**src/rtl/spi_mmio_pkg.sv**
```systemverilog
// Shared register offsets and shift-engine state encoding for the spi_mmio block.
package spi_mmio_pkg;

    localparam logic [11:0] SCKDIV = 12'h000;
    localparam logic [11:0] TXDATA = 12'h048;
    localparam logic [11:0] RXDATA = 12'h04C;

    typedef enum logic [1:0] {IDLE, LOW, HIGH} state_t;

endpackage

```
**src/rtl/spi_mmio_fifo.sv**
```systemverilog
// Synchronous 8-bit byte FIFO with wrap-bit pointers; a push into a full FIFO lands only alongside a pop.
module spi_fifo #(
    parameter int LGDEPTH = 2
) (
    input  logic       clk,
    input  logic       reset,
    input  logic       push,
    input  logic [7:0] push_data,
    input  logic       pop,
    output logic [7:0] pop_data,
    output logic       full,
    output logic       empty
);

    logic [7:0]       mem [2**LGDEPTH];
    logic [LGDEPTH:0] wr_ptr;
    logic [LGDEPTH:0] rd_ptr;
    logic             do_push;
    logic             do_pop;

    assign empty    = wr_ptr == rd_ptr;
    assign full     = (wr_ptr[LGDEPTH] != rd_ptr[LGDEPTH]) &&
                      (wr_ptr[LGDEPTH-1:0] == rd_ptr[LGDEPTH-1:0]);
    assign do_pop   = pop && !empty;
    assign do_push  = push && (!full || do_pop);
    assign pop_data = mem[rd_ptr[LGDEPTH-1:0]];

    always_ff @(posedge clk) begin
        if (reset) begin
            wr_ptr <= '0;
            rd_ptr <= '0;
        end else begin
            if (do_push) wr_ptr <= wr_ptr + 1'b1;
            if (do_pop)  rd_ptr <= rd_ptr + 1'b1;
        end
    end

    always_ff @(posedge clk) begin
        if (do_push) mem[wr_ptr[LGDEPTH-1:0]] <= push_data;
    end

endmodule

```
**src/rtl/spi_mmio.sv**
```systemverilog
// Memory-mapped SPI master (mode 0, MSB first) with TX/RX byte FIFOs.
// Define SPI_LOOPBACK_EN to sample the master's own mosi instead of the spi_miso pin.
module spi_mmio
    import spi_mmio_pkg::*;
#(
    parameter logic [31:0] BASE         = 32'h10024000,
    parameter int          FIFO_LGDEPTH = 2,
    parameter logic [11:0] DIV_RESET    = 12'd0
) (
    input  logic        clk,
    input  logic        reset,
    input  logic        rq_en,
    input  logic [31:0] rq_addr,
    input  logic        rq_iswrite,
    input  logic [31:0] rq_data,
    output logic        rq_hit,
    output logic        rs_en,
    output logic [31:0] rs_data,
    output logic        spi_clk,
    output logic        spi_cs,
    output logic        spi_mosi,
    input  logic        spi_miso
);

    state_t      state, state_next;
    logic [11:0] offset, sckdiv, hcnt, hlim;
    logic [2:0]  bitcnt;
    logic [7:0]  shreg, rxsh, tx_data, rx_data;
    logic        rd_req, wr_req, half_done, last_bit, miso_bit;
    logic        tx_push, tx_pop, tx_full, tx_empty;
    logic        rx_push, rx_pop, rx_full, rx_empty;
    logic [31:0] rd_val;
    logic        unused;

    assign rq_hit    = rq_addr[31:12] == BASE[31:12];
    assign offset    = rq_addr[11:0];
    assign wr_req    = rq_en && rq_hit && rq_iswrite;
    assign rd_req    = rq_en && rq_hit && !rq_iswrite;
    assign tx_push   = wr_req && offset == TXDATA && !tx_full;
    assign rx_pop    = rd_req && offset == RXDATA;
    assign half_done = hcnt == hlim;
    assign last_bit  = bitcnt == 3'd7;
    assign unused    = ^{rq_data[31:12], spi_miso, rx_full};

`ifdef SPI_LOOPBACK_EN
    assign miso_bit = spi_mosi;
`else
    assign miso_bit = spi_miso;
`endif

    spi_fifo #(.LGDEPTH(FIFO_LGDEPTH)) u_tx_fifo (
        .clk(clk), .reset(reset), .push(tx_push), .push_data(rq_data[7:0]),
        .pop(tx_pop), .pop_data(tx_data), .full(tx_full), .empty(tx_empty)
    );

    spi_fifo #(.LGDEPTH(FIFO_LGDEPTH)) u_rx_fifo (
        .clk(clk), .reset(reset), .push(rx_push), .push_data(rxsh),
        .pop(rx_pop), .pop_data(rx_data), .full(rx_full), .empty(rx_empty)
    );

    always_ff @(posedge clk) begin
        if (reset) state <= IDLE;
        else       state <= state_next;
    end

    always_comb begin
        state_next = state;
        case (state)
            IDLE:    if (!tx_empty) state_next = LOW;
            LOW:     if (half_done) state_next = HIGH;
            HIGH:    if (half_done) state_next = (last_bit && tx_empty) ? IDLE : LOW;
            default: state_next = IDLE;
        endcase
    end

    always_comb begin
        tx_pop  = 1'b0;
        rx_push = 1'b0;
        case (state)
            IDLE: tx_pop = !tx_empty;
            HIGH: if (half_done && last_bit) begin
                rx_push = 1'b1;
                tx_pop  = !tx_empty;
            end
            default: ;
        endcase
    end

    // The half-period limit is latched at each boundary so an SCKDIV write only affects the next half.
    always_ff @(posedge clk) begin
        if (reset) begin
            sckdiv   <= DIV_RESET;
            hcnt     <= '0;
            hlim     <= '0;
            bitcnt   <= '0;
            shreg    <= '0;
            rxsh     <= '0;
            spi_clk  <= 1'b0;
            spi_cs   <= 1'b1;
            spi_mosi <= 1'b0;
        end else begin
            if (wr_req && offset == SCKDIV) sckdiv <= rq_data[11:0];
            case (state)
                IDLE: if (tx_pop) begin
                    shreg    <= tx_data;
                    spi_mosi <= tx_data[7];
                    spi_cs   <= 1'b0;
                    hcnt     <= '0;
                    hlim     <= sckdiv;
                    bitcnt   <= '0;
                end
                LOW: if (half_done) begin
                    spi_clk <= 1'b1;
                    rxsh    <= {rxsh[6:0], miso_bit};
                    hcnt    <= '0;
                    hlim    <= sckdiv;
                end else begin
                    hcnt <= hcnt + 12'd1;
                end
                HIGH: if (half_done) begin
                    spi_clk <= 1'b0;
                    bitcnt  <= bitcnt + 3'd1;
                    hcnt    <= '0;
                    hlim    <= sckdiv;
                    if (last_bit) begin
                        if (tx_pop) begin
                            shreg    <= tx_data;
                            spi_mosi <= tx_data[7];
                        end else begin
                            spi_cs <= 1'b1;
                        end
                    end else begin
                        shreg    <= {shreg[6:0], 1'b0};
                        spi_mosi <= shreg[6];
                    end
                end else begin
                    hcnt <= hcnt + 12'd1;
                end
                default: ;
            endcase
        end
    end

    always_comb begin
        rd_val = '0;
        case (offset)
            SCKDIV:  rd_val = {20'b0, sckdiv};
            TXDATA:  rd_val = {tx_full, 31'b0};
            RXDATA:  rd_val = {rx_empty, 23'b0, rx_empty ? 8'h00 : rx_data};
            default: rd_val = '0;
        endcase
    end

    always_ff @(posedge clk) begin
        if (reset) begin
            rs_en   <= 1'b0;
            rs_data <= '0;
        end else begin
            rs_en   <= rq_en && rq_hit;
            rs_data <= rd_req ? rd_val : '0;
        end
    end

endmodule
```
**config.mk**
```make
export PLATFORM = sky130hd
export DESIGN_NAME = spi_mmio
export DESIGN_NICKNAME = d
export VERILOG_FILES = /design/src/rtl/spi_mmio_pkg.sv /design/src/rtl/spi_mmio_fifo.sv /design/src/rtl/spi_mmio.sv
export SDC_FILE = /design/constraint.sdc
export NUM_CORES = 1
export LEC_CHECK = 0
export CAP_MARGIN = 15
export CORE_MARGIN = 2
export CORE_UTILIZATION = 50
export DETAILED_ROUTE_END_ITERATION = 10
export DONT_BUFFER_PORTS = 1
export GPL_ROUTABILITY_DRIVEN = 0
export MAX_ROUTING_LAYER = met4
export PLACE_DENSITY = 0.67
export SLEW_MARGIN = 25
export SYNTH_ARGS = -nofsm -noshare
export SYNTH_HDL_FRONTEND = slang
export SYNTH_SLANG_ARGS = --single-unit
```
**constraint.sdc**
```tcl
create_clock -name clk -period 2.43 [get_ports clk]
set_input_delay 0.486 -clock clk [delete_from_list [all_inputs] [get_ports clk]]
set_output_delay 0.486 -clock clk [all_outputs]
set_load 0.05 [all_outputs]
```
### After elaboration in Yosys (flattened, before gate mapping)

Memories as Yosys holds them, arrays and structs flattened. A register that Yosys moved wholly into a read port is not among the register bits.
Index checks and enable logic that the tools add are counted.

| storage, ports and cells | value |
|---|---|
| register bits after elaboration | 105 |
| memory bits (writable) | 64 |
| output and inout port bits | 37 |
| memories | 2 |

Memory list:

| memory | words | bits a word | rd ports | clocked after memory_dff | wr ports | RTL line | RTL |
|---|---|---|---|---|---|---|---|
| u_rx_fifo.mem | 4 | 8 | 1 | 1 | 1 | spi_mmio_fifo.sv:15 | `logic [7:0] mem [2**LGDEPTH];` |
| u_tx_fifo.mem | 4 | 8 | 1 | 1 | 1 | spi_mmio_fifo.sv:15 |  |

| cells by class | value |
|---|---|
| add/sub/neg operators | 6 |
| eq/ne operators | 20 |
| mux-type cells | 44 |
| bitwise operators | 1 |
| reductions and logical operators | 37 |

Operators by type and width:

| kind | count |
|---|---|
| case mux 32 bit (3 select lines) | 1 |
| 2-to-1 mux 12 bit | 4 |
| case mux 12 bit (2 select lines) | 2 |
| 2-to-1 mux 8 bit | 4 |
| equality test 12 x 7 -> 1 bit, second input constant | 2 |
| equality test 20 x 17 -> 1 bit, second input constant | 1 |
| 2-to-1 mux 1 bit | 17 |
| case mux 8 bit (2 select lines) | 1 |
| adder 3 x 1 -> 3 bit, second input constant | 5 |
| logical AND 1 bit | 15 |
| 2-to-1 mux 2 bit | 7 |
| adder 12 x 1 -> 12 bit, second input constant | 1 |
| equality test 12 bit | 1 |
| zero test 12 bit | 1 |
| AND reduction 3 bit | 4 |
| != test 2 bit, second input constant | 5 |
| case mux 1 bit (2 select lines) | 4 |
| equality test 3 bit | 2 |
| 2-to-1 mux 3 bit | 2 |
| case mux 2 bit (3 select lines) | 1 |
| case mux 3 bit (2 select lines) | 1 |
| AND reduction 2 bit | 3 |
| nonzero test 2 bit | 3 |
| zero test 1 bit | 5 |
| 11 further kinds | 16 |

### Depth between registers and ports, before layout

Gate-level depths: netlist of the first run.

| depth | value |
|---|---|
| depth in word-level cells | 9 |
| depth in mapped cells | 9 |
| depth with buffers taken out | 7 |

### Modules after synthesis

Synthesis of the first run repeated with hierarchy kept, for this count alone.

| second synthesis, totals | value |
|---|---|
| cell total of the unflattened synthesis | 602 |
| area total of the unflattened synthesis | 6951.7 um2 |

By module, submodules not included:

| module | times used | cells each | area each (um2) |
|---|---|---|---|
| spi_mmio | 1 | 408 | 3553.4 |
| spi_fifo | 2 | 97 | 1699.1 |

### Worst setup path after synthesis of the first run

Ideal clock, no wire load.

| path | value |
|---|---|
| kind | input port to flip-flop |
| from | input port rq_addr[16] |
| to | memory u_rx_fifo.mem[3][0], enable pin |
| setup time | 0.332 ns |
| arrival | 2.284 ns |
| slack | -0.186 ns |
| stages on the path | 5 |
| buffers on the path | 0 |
| cell sequence | or4b_2 -> nor4_1 -> nand4b_1 -> a211oi_1 -> and2_1 |

| between the ends | value |
|---|---|
| cells in the longest elaborated chain, start to end | 9 |

Ends and longest elaborated chain:

| item | RTL line | RTL |
|---|---|---|
| from (decl) | spi_mmio.sv:13 | `input logic [31:0] rq_addr,` |
| equality test 20 x 17 -> 1 bit | spi_mmio.sv:35 | `assign rq_hit = rq_addr[31:12] == BASE[31:12];` |
| logical AND 1 bit (2 in series) | spi_mmio.sv:38 | `assign rd_req = rq_en && rq_hit && !rq_iswrite;` |
| logical AND 1 bit | spi_mmio.sv:40 | `assign rx_pop = rd_req && offset == RXDATA;` |
| logical AND 1 bit | spi_mmio_fifo.sv:24 | `assign do_pop = pop && !empty;` |
| logical OR 1 bit | spi_mmio_fifo.sv:25 | `assign do_push = push && (!full \|\| do_pop);` |
| logical AND 1 bit | spi_mmio_fifo.sv:25 |  |
| 2-to-1 mux 1 bit | spi_mmio_fifo.sv:39 | `if (do_push) mem[wr_ptr[LGDEPTH-1:0]] <= push_data;` |
| 2-to-1 mux 1 bit (not written as such) | spi_mmio_fifo.sv:39 |  |
| to (decl) | spi_mmio_fifo.sv:15 |  |

No other way between the ends.

### Worst setup path after layout of the first run

| path | value |
|---|---|
| from | register hcnt[2] |
| to | memory u_rx_fifo.mem[1][1], enable pin |

| between the ends | value |
|---|---|
| cells in the longest elaborated chain, start to end | 7 |

Ends and longest elaborated chain:

| item | RTL line | RTL |
|---|---|---|
| from (decl) | spi_mmio.sv:26 | `logic [11:0] offset, sckdiv, hcnt, hlim;` |
| from (signal assigned) | spi_mmio.sv:118 | `hcnt <= hcnt + 12'd1;` |
| from (signal assigned) | spi_mmio.sv:137 | `hcnt <= hcnt + 12'd1;` |
| equality test 12 bit | spi_mmio.sv:41 | `assign half_done = hcnt == hlim;` |
| logical AND 1 bit | spi_mmio.sv:81 | `HIGH: if (half_done && last_bit) begin` |
| 2-to-1 mux 1 bit | spi_mmio.sv:81 |  |
| 2-to-1 mux 1 bit | spi_mmio.sv:79 | `case (state)` |
| logical AND 1 bit | spi_mmio_fifo.sv:25 |  |
| 2-to-1 mux 1 bit | spi_mmio_fifo.sv:39 |  |
| 2-to-1 mux 1 bit (not written as such) | spi_mmio_fifo.sv:39 |  |

No other way between the ends.

==> results of run 1 <==
-- cells by family after synthesis --
group / Yosys count / share of synthesized area [%]
AND/OR/NAND/NOR: 202 / 15.5
flip-flops: 153 / 54.3
AO/OA/AOI/OAI: 73 / 7.01
buffers and inverters: 61 / 4.44
multiplexers: 58 / 11.6
XOR/XNOR: 29 / 3.73
adder cells (fa/ha/maj): 18 / 3.30
other: 1 / 0.0550
-- sequential cells by signal (all words and copies together) (netlist names), named ones only --
signal            count
state                 2
hlim                 12
u_tx_fifo.rd_ptr      3
spi_mosi              1
sckdiv               12
u_rx_fifo.rd_ptr      3
rs_en                 1
shreg                 7
rs_data              13
hcnt                 12
u_tx_fifo.wr_ptr      3
spi_clk               1
spi_cs                1
u_tx_fifo.mem        32
bitcnt                3
u_rx_fifo.mem        32
rxsh                  8
u_rx_fifo.wr_ptr      3
-- cells in the mapped netlist, types with 2 or more instances --
master / n / area [um2]
nor2b_1: 7 / 43.8
o21a_1: 2 / 15.0
and3_1: 5 / 31.3
o31ai_1: 6 / 45.0
a21o_1: 2 / 15.0
inv_1: 16 / 60.1
a21oi_1: 12 / 60.1
a41oi_1: 2 / 17.5
buf_2: 2 / 10.0
buf_4: 19 / 143
a31oi_1: 10 / 62.6
nand4_1: 10 / 62.6
nand2_1: 56 / 210
clkbuf_1: 21 / 78.8
mux4_2: 16 / 360
xnor2_1: 19 / 166
mux2_2: 8 / 90.1
o21ai_0: 17 / 85.1
or3b_2: 2 / 17.5
ha_1: 18 / 225
nor4b_1: 4 / 35.0
or3_1: 3 / 18.8
mux2i_1: 34 / 340
edfxtp_1: 64 / 1920
xor2_1: 10 / 87.6
a211oi_1: 5 / 37.5
nor3_1: 6 / 30.0
and4_1: 6 / 52.6
a311oi_1: 2 / 17.5
nor4_1: 8 / 50.1
nand3_1: 21 / 105
nor2_1: 42 / 158
or4_4: 2 / 22.5
buf_1: 3 / 11.3
or4_1: 5 / 37.5
and2_1: 15 / 93.8
dfxtp_1: 89 / 1780
a22oi_1: 8 / 60.1
-- where the power goes --
| part | leakage (nW) | internal [mW] | switching, mW |
|---|---|---|---|
| Clock | 0.299 | 1.63 | 1.03 |
| Sequential | 1.30 | 2.70 | 0.0596 |
| Combinational | 1.22 | 0.206 | 0.364 |
| Total | 2.82 | 4.54 | 1.45 |
-- layout make-up --
class / count / share of cell area [%]
Multi-Input combinational cell: 399 / 37.2
Tap cell: 176 / 2.83
Clock buffer: 22 / 6.65
Timing Repair Buffer: 28 / 3.66
Clock inverter: 10 / 1.29
Inverter: 16 / 0.771
Sequential cell: 153 / 47.6
-- how the worst min path moves through the flow --
stage | end | depth (start not counted) | start | slack [ps]
after detailed placement | rs_data[11]$_SDFF_PP0_ | 1 | sckdiv[11]$_SDFFE_PP0P_ | 440
after global routing | rxsh[7]$_SDFFE_PP0P_ | 1 | reset | 110
after floorplan | rs_data[10]$_SDFF_PP0_ | 1 | sckdiv[10]$_SDFFE_PP0P_ | 430
final | rxsh[4]$_SDFFE_PP0P_ | 1 | reset | 130
after global placement | rs_data[10]$_SDFF_PP0_ | 1 | sckdiv[10]$_SDFFE_PP0P_ | 440
after CTS | u_rx_fifo.rd_ptr[2]$_SDFFE_PP0P_ | 1 | reset | 110
-- routing by layer --
layer	GRT usage [%]	part of all wire, %	vias to the layer above
met5	-	0	-
li1	-	-	2182
met1	25.2	43	2167
met3	6.18	6.0	17
met2	33.5	50	126
met4	6.61	1.5	0
-- stage by stage --
step	setup slack, ps	instances	TNS [ps]
final	180	804	0
after global routing	31.3	804	0
after CTS	164	804	0
after detailed placement	-205	772	-6670
after global placement	-131	772	-3080
after floorplan	-75.7	613	-373
==> results by group, run 1 <==
GRT
  – Largest net degree at the start of global routing: 44
  – Total global-route track usage: 20.8%
  – Initial antenna violation count: 0
  – GR Overflow Total: 0
  – Number of global-route vias before repair: 4,493
  – First-pass GRT wire length: 22.7 mm

Worst setup path
  – Required time of the critical path: 2540 ps
  – Worst Setup End Kind: flip-flop
  – R2R Setup Slk: 180 ps
  – Critical-path top delay cell: dfxtp_1
  – Cell depth of the worst setup path: 5
  – CP delay by family, top: simple AND/OR/NAND/NOR gates
  – CP cell instances: xnor2_1 -> and4_1 -> nand4_1 -> a211oi_2 -> and2_2
  – CP Data Arrival Time: 2360 ps
  – Crit-path max cell delay: 460 ps
  – Worst flop-to-flop path endpoint: u_rx_fifo.mem[1][1]$_DFFE_PP_
  – FF-to-FF path depth: 5
  – Worst Setup SP: hcnt[2]$_SDFFE_PP0P_
  – Critical R2R Launch: hcnt[2]$_SDFFE_PP0P_
  – Startpoint Class: flip-flop
  – Capture point of the worst path: u_rx_fifo.mem[1][1]$_DFFE_PP_
  – Setup CP Type: flip-flop to flip-flop
  – Crit-path max FO: 8
  – Buffer and inverter count on the worst path: 0

Drt
  – Vias: 4,492
  – Antenna-violating nets left: 0
  – WL final: 13.6 mm
  – DRC: 0
  – Vias per std cell: 5.59
  – TritonRoute pass-1 iters: 5
  – Wire length per cell: 17.0 um
  – Drt initial violations: 240

Power and ir drop
  – Tot Pwr: 5.99 mW
  – Power density over the cells: 769 mW/mm2
  – Maximum vdd ir drop: 0.000555 V
  – LEAKAGE: 2.82 nW

STA
  – F_max: 444 MHz
  – Tmin final: 2250 ps
  – Count of final setup violators: 0
  – RSZ-0062 raised after global routing: no
  – Tcrit/Tclk final: 92.6%
  – Min Hold Slack: 130 ps
  – Rel. slew slack: 63.7%
  – Slew @ Worst Pin: 544 ps
  – Max-slew violations: 0
  – Final Hold Viols: 0
  – Post-Route Skew: 8.03 ps

Floorplan
  – I/O pin count: 106
  – Die W: 121 um
  – Core Area: 0.0133 mm2
  – Std-Cell Rows: 42
  – DIE AREA: 0.0146 mm2
  – Initial core utilization: 51.3%
  – Die Span Y: 121 um

Cells and area
  – Sequential cell area: 0.00370 mm2
  – N_diodes: 0
  – Finished Core Util: 58.6%
  – Design Area, Final: 0.00779 mm2
  – Area Growth Syn to Fin: 14.2%
  – Fin nets: 702
  – Most frequent cells in the layout: 89 x dfxtp_1, 64 x edfxtp_1, 56 x nand2_1
  – Commonest non-fill, non-tap cell in the layout: dfxtp_1
  – Fillers: 1,074
  – Multi-input gate area: 0.00290 mm2
  – Layout cells sized above 1: 15.3%

Hold path
  – Worst min path class: primary input to flip-flop

Logic synthesis
  – Synth cell types: 56
  – Syn Std Cell Area: 0.00682 mm2
  – Post-synth EDFFs: 64
  – Syn Area/Cell: 11.5 um2
  – Register bit count reported by yosys: 153
  – Register area share after synthesis: 54.3%
  – Mapped Cells: 595
  – Synth warnings: 0
  – Asr flop ratio synth: 0%
  – Most used DFF post-synth: dfxtp_1

Placed design
  – DP HPWL: 9.96 mm
  – Placed inst area: 0.00717 mm2
  – Buffers added on ports: 0

Clocking
  – Worst-path clk slew: 60 ps
  – CTS max path bufs: 2
  – H-tree depth: 4
  – Post-CTS setup buffer count: 0
  – Clock Sinks: 153
  – Post-CTS Resized: 0
  – CTS buffer count: 17
  – Hold_buf cts: 0
  – CTS tree: done
  – Skew-Pair Late Insertion Delay: 420 ps
  – Root Buffer: clkbuf_16

Job
  – Max-Cap Viols: 0

Outcome
  – Run status: finished clean
No activity file was read; power rests on OpenSTA's default activity.
==> run 2: changes to the inputs <==
--- a/config.mk
+++ b/config.mk
@@ -6,12 +6,10 @@
 export NUM_CORES = 1
 export LEC_CHECK = 0
 export CAP_MARGIN = 15
-export CORE_MARGIN = 2
 export CORE_UTILIZATION = 50
 export DETAILED_ROUTE_END_ITERATION = 10
 export DONT_BUFFER_PORTS = 1
 export GPL_ROUTABILITY_DRIVEN = 0
-export MAX_ROUTING_LAYER = met4
 export PLACE_DENSITY = 0.67
 export SLEW_MARGIN = 25
 export SYNTH_ARGS = -nofsm -noshare
==> run 2 against run 1 <==
Net effect: cell area down 0.40%; critical endpoint is now u_rx_fifo.mem[0][7]$_DFFE_PP_; highest routed layer unchanged; sequential share of layout area up 0.19 points; largest cell class unchanged; combinational power up 0.7%; die area down 3.3%.
==> results by group, run 2 (same netlist as run 1, synthesis figures left out) <==
Outcome
  – Run status: finished clean

Floorplan
  – Die Span Y: 119 um
  – Std-Cell Rows: 42
  – Core Area: 0.0133 mm2
  – Die W: 119 um
  – I/O pin count: 106
  – Initial core utilization: 51.3%
  – DIE AREA: 0.0141 mm2

STA
  – RSZ-0062 raised after global routing: no
  – Count of final setup violators: 0
  – Setup TNS: 0 ps
  – Max-slew violations: 0
  – Final Hold Viols: 0
  – Tcrit/Tclk final: 92.6%
  – Slew @ Worst Pin: 536 ps
  – Tmin final: 2250 ps
  – Rel. slew slack: 64.2%
  – Post-Route Skew: 6.88 ps
  – F_max: 444 MHz

Worst setup path
  – Startpoint Class: flip-flop
  – Worst flop-to-flop path endpoint: u_rx_fifo.mem[0][7]$_DFFE_PP_
  – FF-to-FF path depth: 5
  – Critical R2R Launch: hcnt[2]$_SDFFE_PP0P_
  – Worst Setup End Kind: flip-flop
  – Required time of the critical path: 2550 ps
  – Crit-path max FO: 8
  – R2R Setup Slk: 180 ps
  – Setup CP Type: flip-flop to flip-flop
  – CP Data Arrival Time: 2370 ps

Clocking
  – Worst-path clk slew: 60 ps
  – CTS tree: done
  – Hold_buf cts: 0
  – Clock Sinks: 153
  – CTS max path bufs: 2
  – Post-CTS Resized: 0
  – CTS buffer count: 17
  – H-tree depth: 4
  – Root Buffer: clkbuf_16
  – Post-CTS setup buffer count: 0
  – Skew-Pair Late Insertion Delay: 430 ps

GRT
  – Total global-route track usage: 20.7%
  – Number of global-route vias before repair: 4,557
  – Initial antenna violation count: 0
  – GR Overflow Total: 0
  – Largest net degree at the start of global routing: 44
  – First-pass GRT wire length: 22.4 mm

Cells and area
  – Finished Core Util: 58.3%
  – Design Area, Final: 0.00776 mm2
  – Most frequent cells in the layout: 89 x dfxtp_1, 64 x edfxtp_1, 56 x nand2_1
  – Commonest non-fill, non-tap cell in the layout: dfxtp_1
  – Layout cells sized above 1: 15.3%
  – Fin cells: 804
  – N_diodes: 0
  – Fin nets: 702
  – Area Growth Syn to Fin: 13.8%

Placed design
  – Dpl cells: 772
  – DP HPWL: 10.1 mm
  – Buffers added on ports: 0
  – Placed inst area: 0.00717 mm2

Job
  – Max-Cap Viols: 0

Power and ir drop
  – Power density over the cells: 763 mW/mm2
  – LEAKAGE: 2.81 nW
  – Maximum vdd ir drop: 0.000692 V

Drt
  – WL final: 13.7 mm
  – TritonRoute pass-1 iters: 4
  – Vias per std cell: 5.62
  – Vias: 4,520
  – Antenna-violating nets left: 0
  – DRC: 0
  – Drt initial violations: 289
  – Wire length per cell: 17.0 um

Hold path
  – Worst Hold Depth: 1
  – Hold Path End: rxsh[2]$_SDFFE_PP0P_
  – Hold Startpoint: reset
  – Worst min path class: primary input to flip-flop
## run 2: worst max-delay path: stages, from the launching register on
cell and delay [ps]:
dfxtp_1 460, xnor2_1 180, and4_1 310, nand4_1 270
a211oi_2 380, and2_2 330
## run 2: worst max-delay path by stage
| stage | startpoint | to | slack (ps) | depth (start not counted) |
|---|---|---|---|---|
| 6_report | hcnt[2]$_SDFFE_PP0P_ | u_rx_fifo.mem[0][7]$_DFFE_PP_ | 180 | 5 |
| 5_1_grt | hcnt[2]$_SDFFE_PP0P_ | u_rx_fifo.mem[1][7]$_DFFE_PP_ | 90 | 5 |
| 4_1_cts | hcnt[2]$_SDFFE_PP0P_ | u_rx_fifo.mem[0][7]$_DFFE_PP_ | 190 | 5 |
| 3_5_place_dp | rq_addr[9] | u_rx_fifo.mem[0][7]$_DFFE_PP_ | -190 | 5 |
| 3_3_place_gp | rq_addr[9] | u_rx_fifo.mem[1][7]$_DFFE_PP_ | -140 | 5 |
| 2_1_floorplan | rq_addr[0] | u_tx_fifo.wr_ptr[2]$_SDFFE_PP0P_ | -80 | 5 |
## run 2: stage by stage
step / setup WS, ps / power, mW / hold slack (ps)
after floorplan: -75.7 / 3.29 / 430
after global placement: -138 / 3.36 / 440
after detailed placement: -187 / 3.38 / 442
after CTS: 187 / 5.96 / 111
after global routing: 86.4 / 6.12 / 109
final: 180 / 5.92 / 120
## run 2: cell type report
| class | instances | area, um2 |
|---|---|---|
| clock buffer | 21 | 482 |
| clock inverter | 11 | 105 |
| fill | 1089 | 5540 |
| inverter | 16 | 60.1 |
| multi-input combinational | 399 | 2900 |
| sequential | 153 | 3700 |
| tap | 176 | 220 |
| timing repair buffer | 28 | 285 |
## run 2: power by group
| group | leakage (nW) | internal, mW | total (mW) | switching, mW |
|---|---|---|---|---|
| Sequential | 1.30 | 2.70 | 2.76 | 0.0588 |
| Combinational | 1.22 | 0.206 | 0.574 | 0.368 |
| Clock | 0.296 | 1.54 | 2.58 | 1.05 |
## run 2: routing by layer
metal	routed length, um	track usage [%]
met3	498	4.97
met4	308	9.26
met1	5950	24.6
met2	6900	35.5
met5	0	0
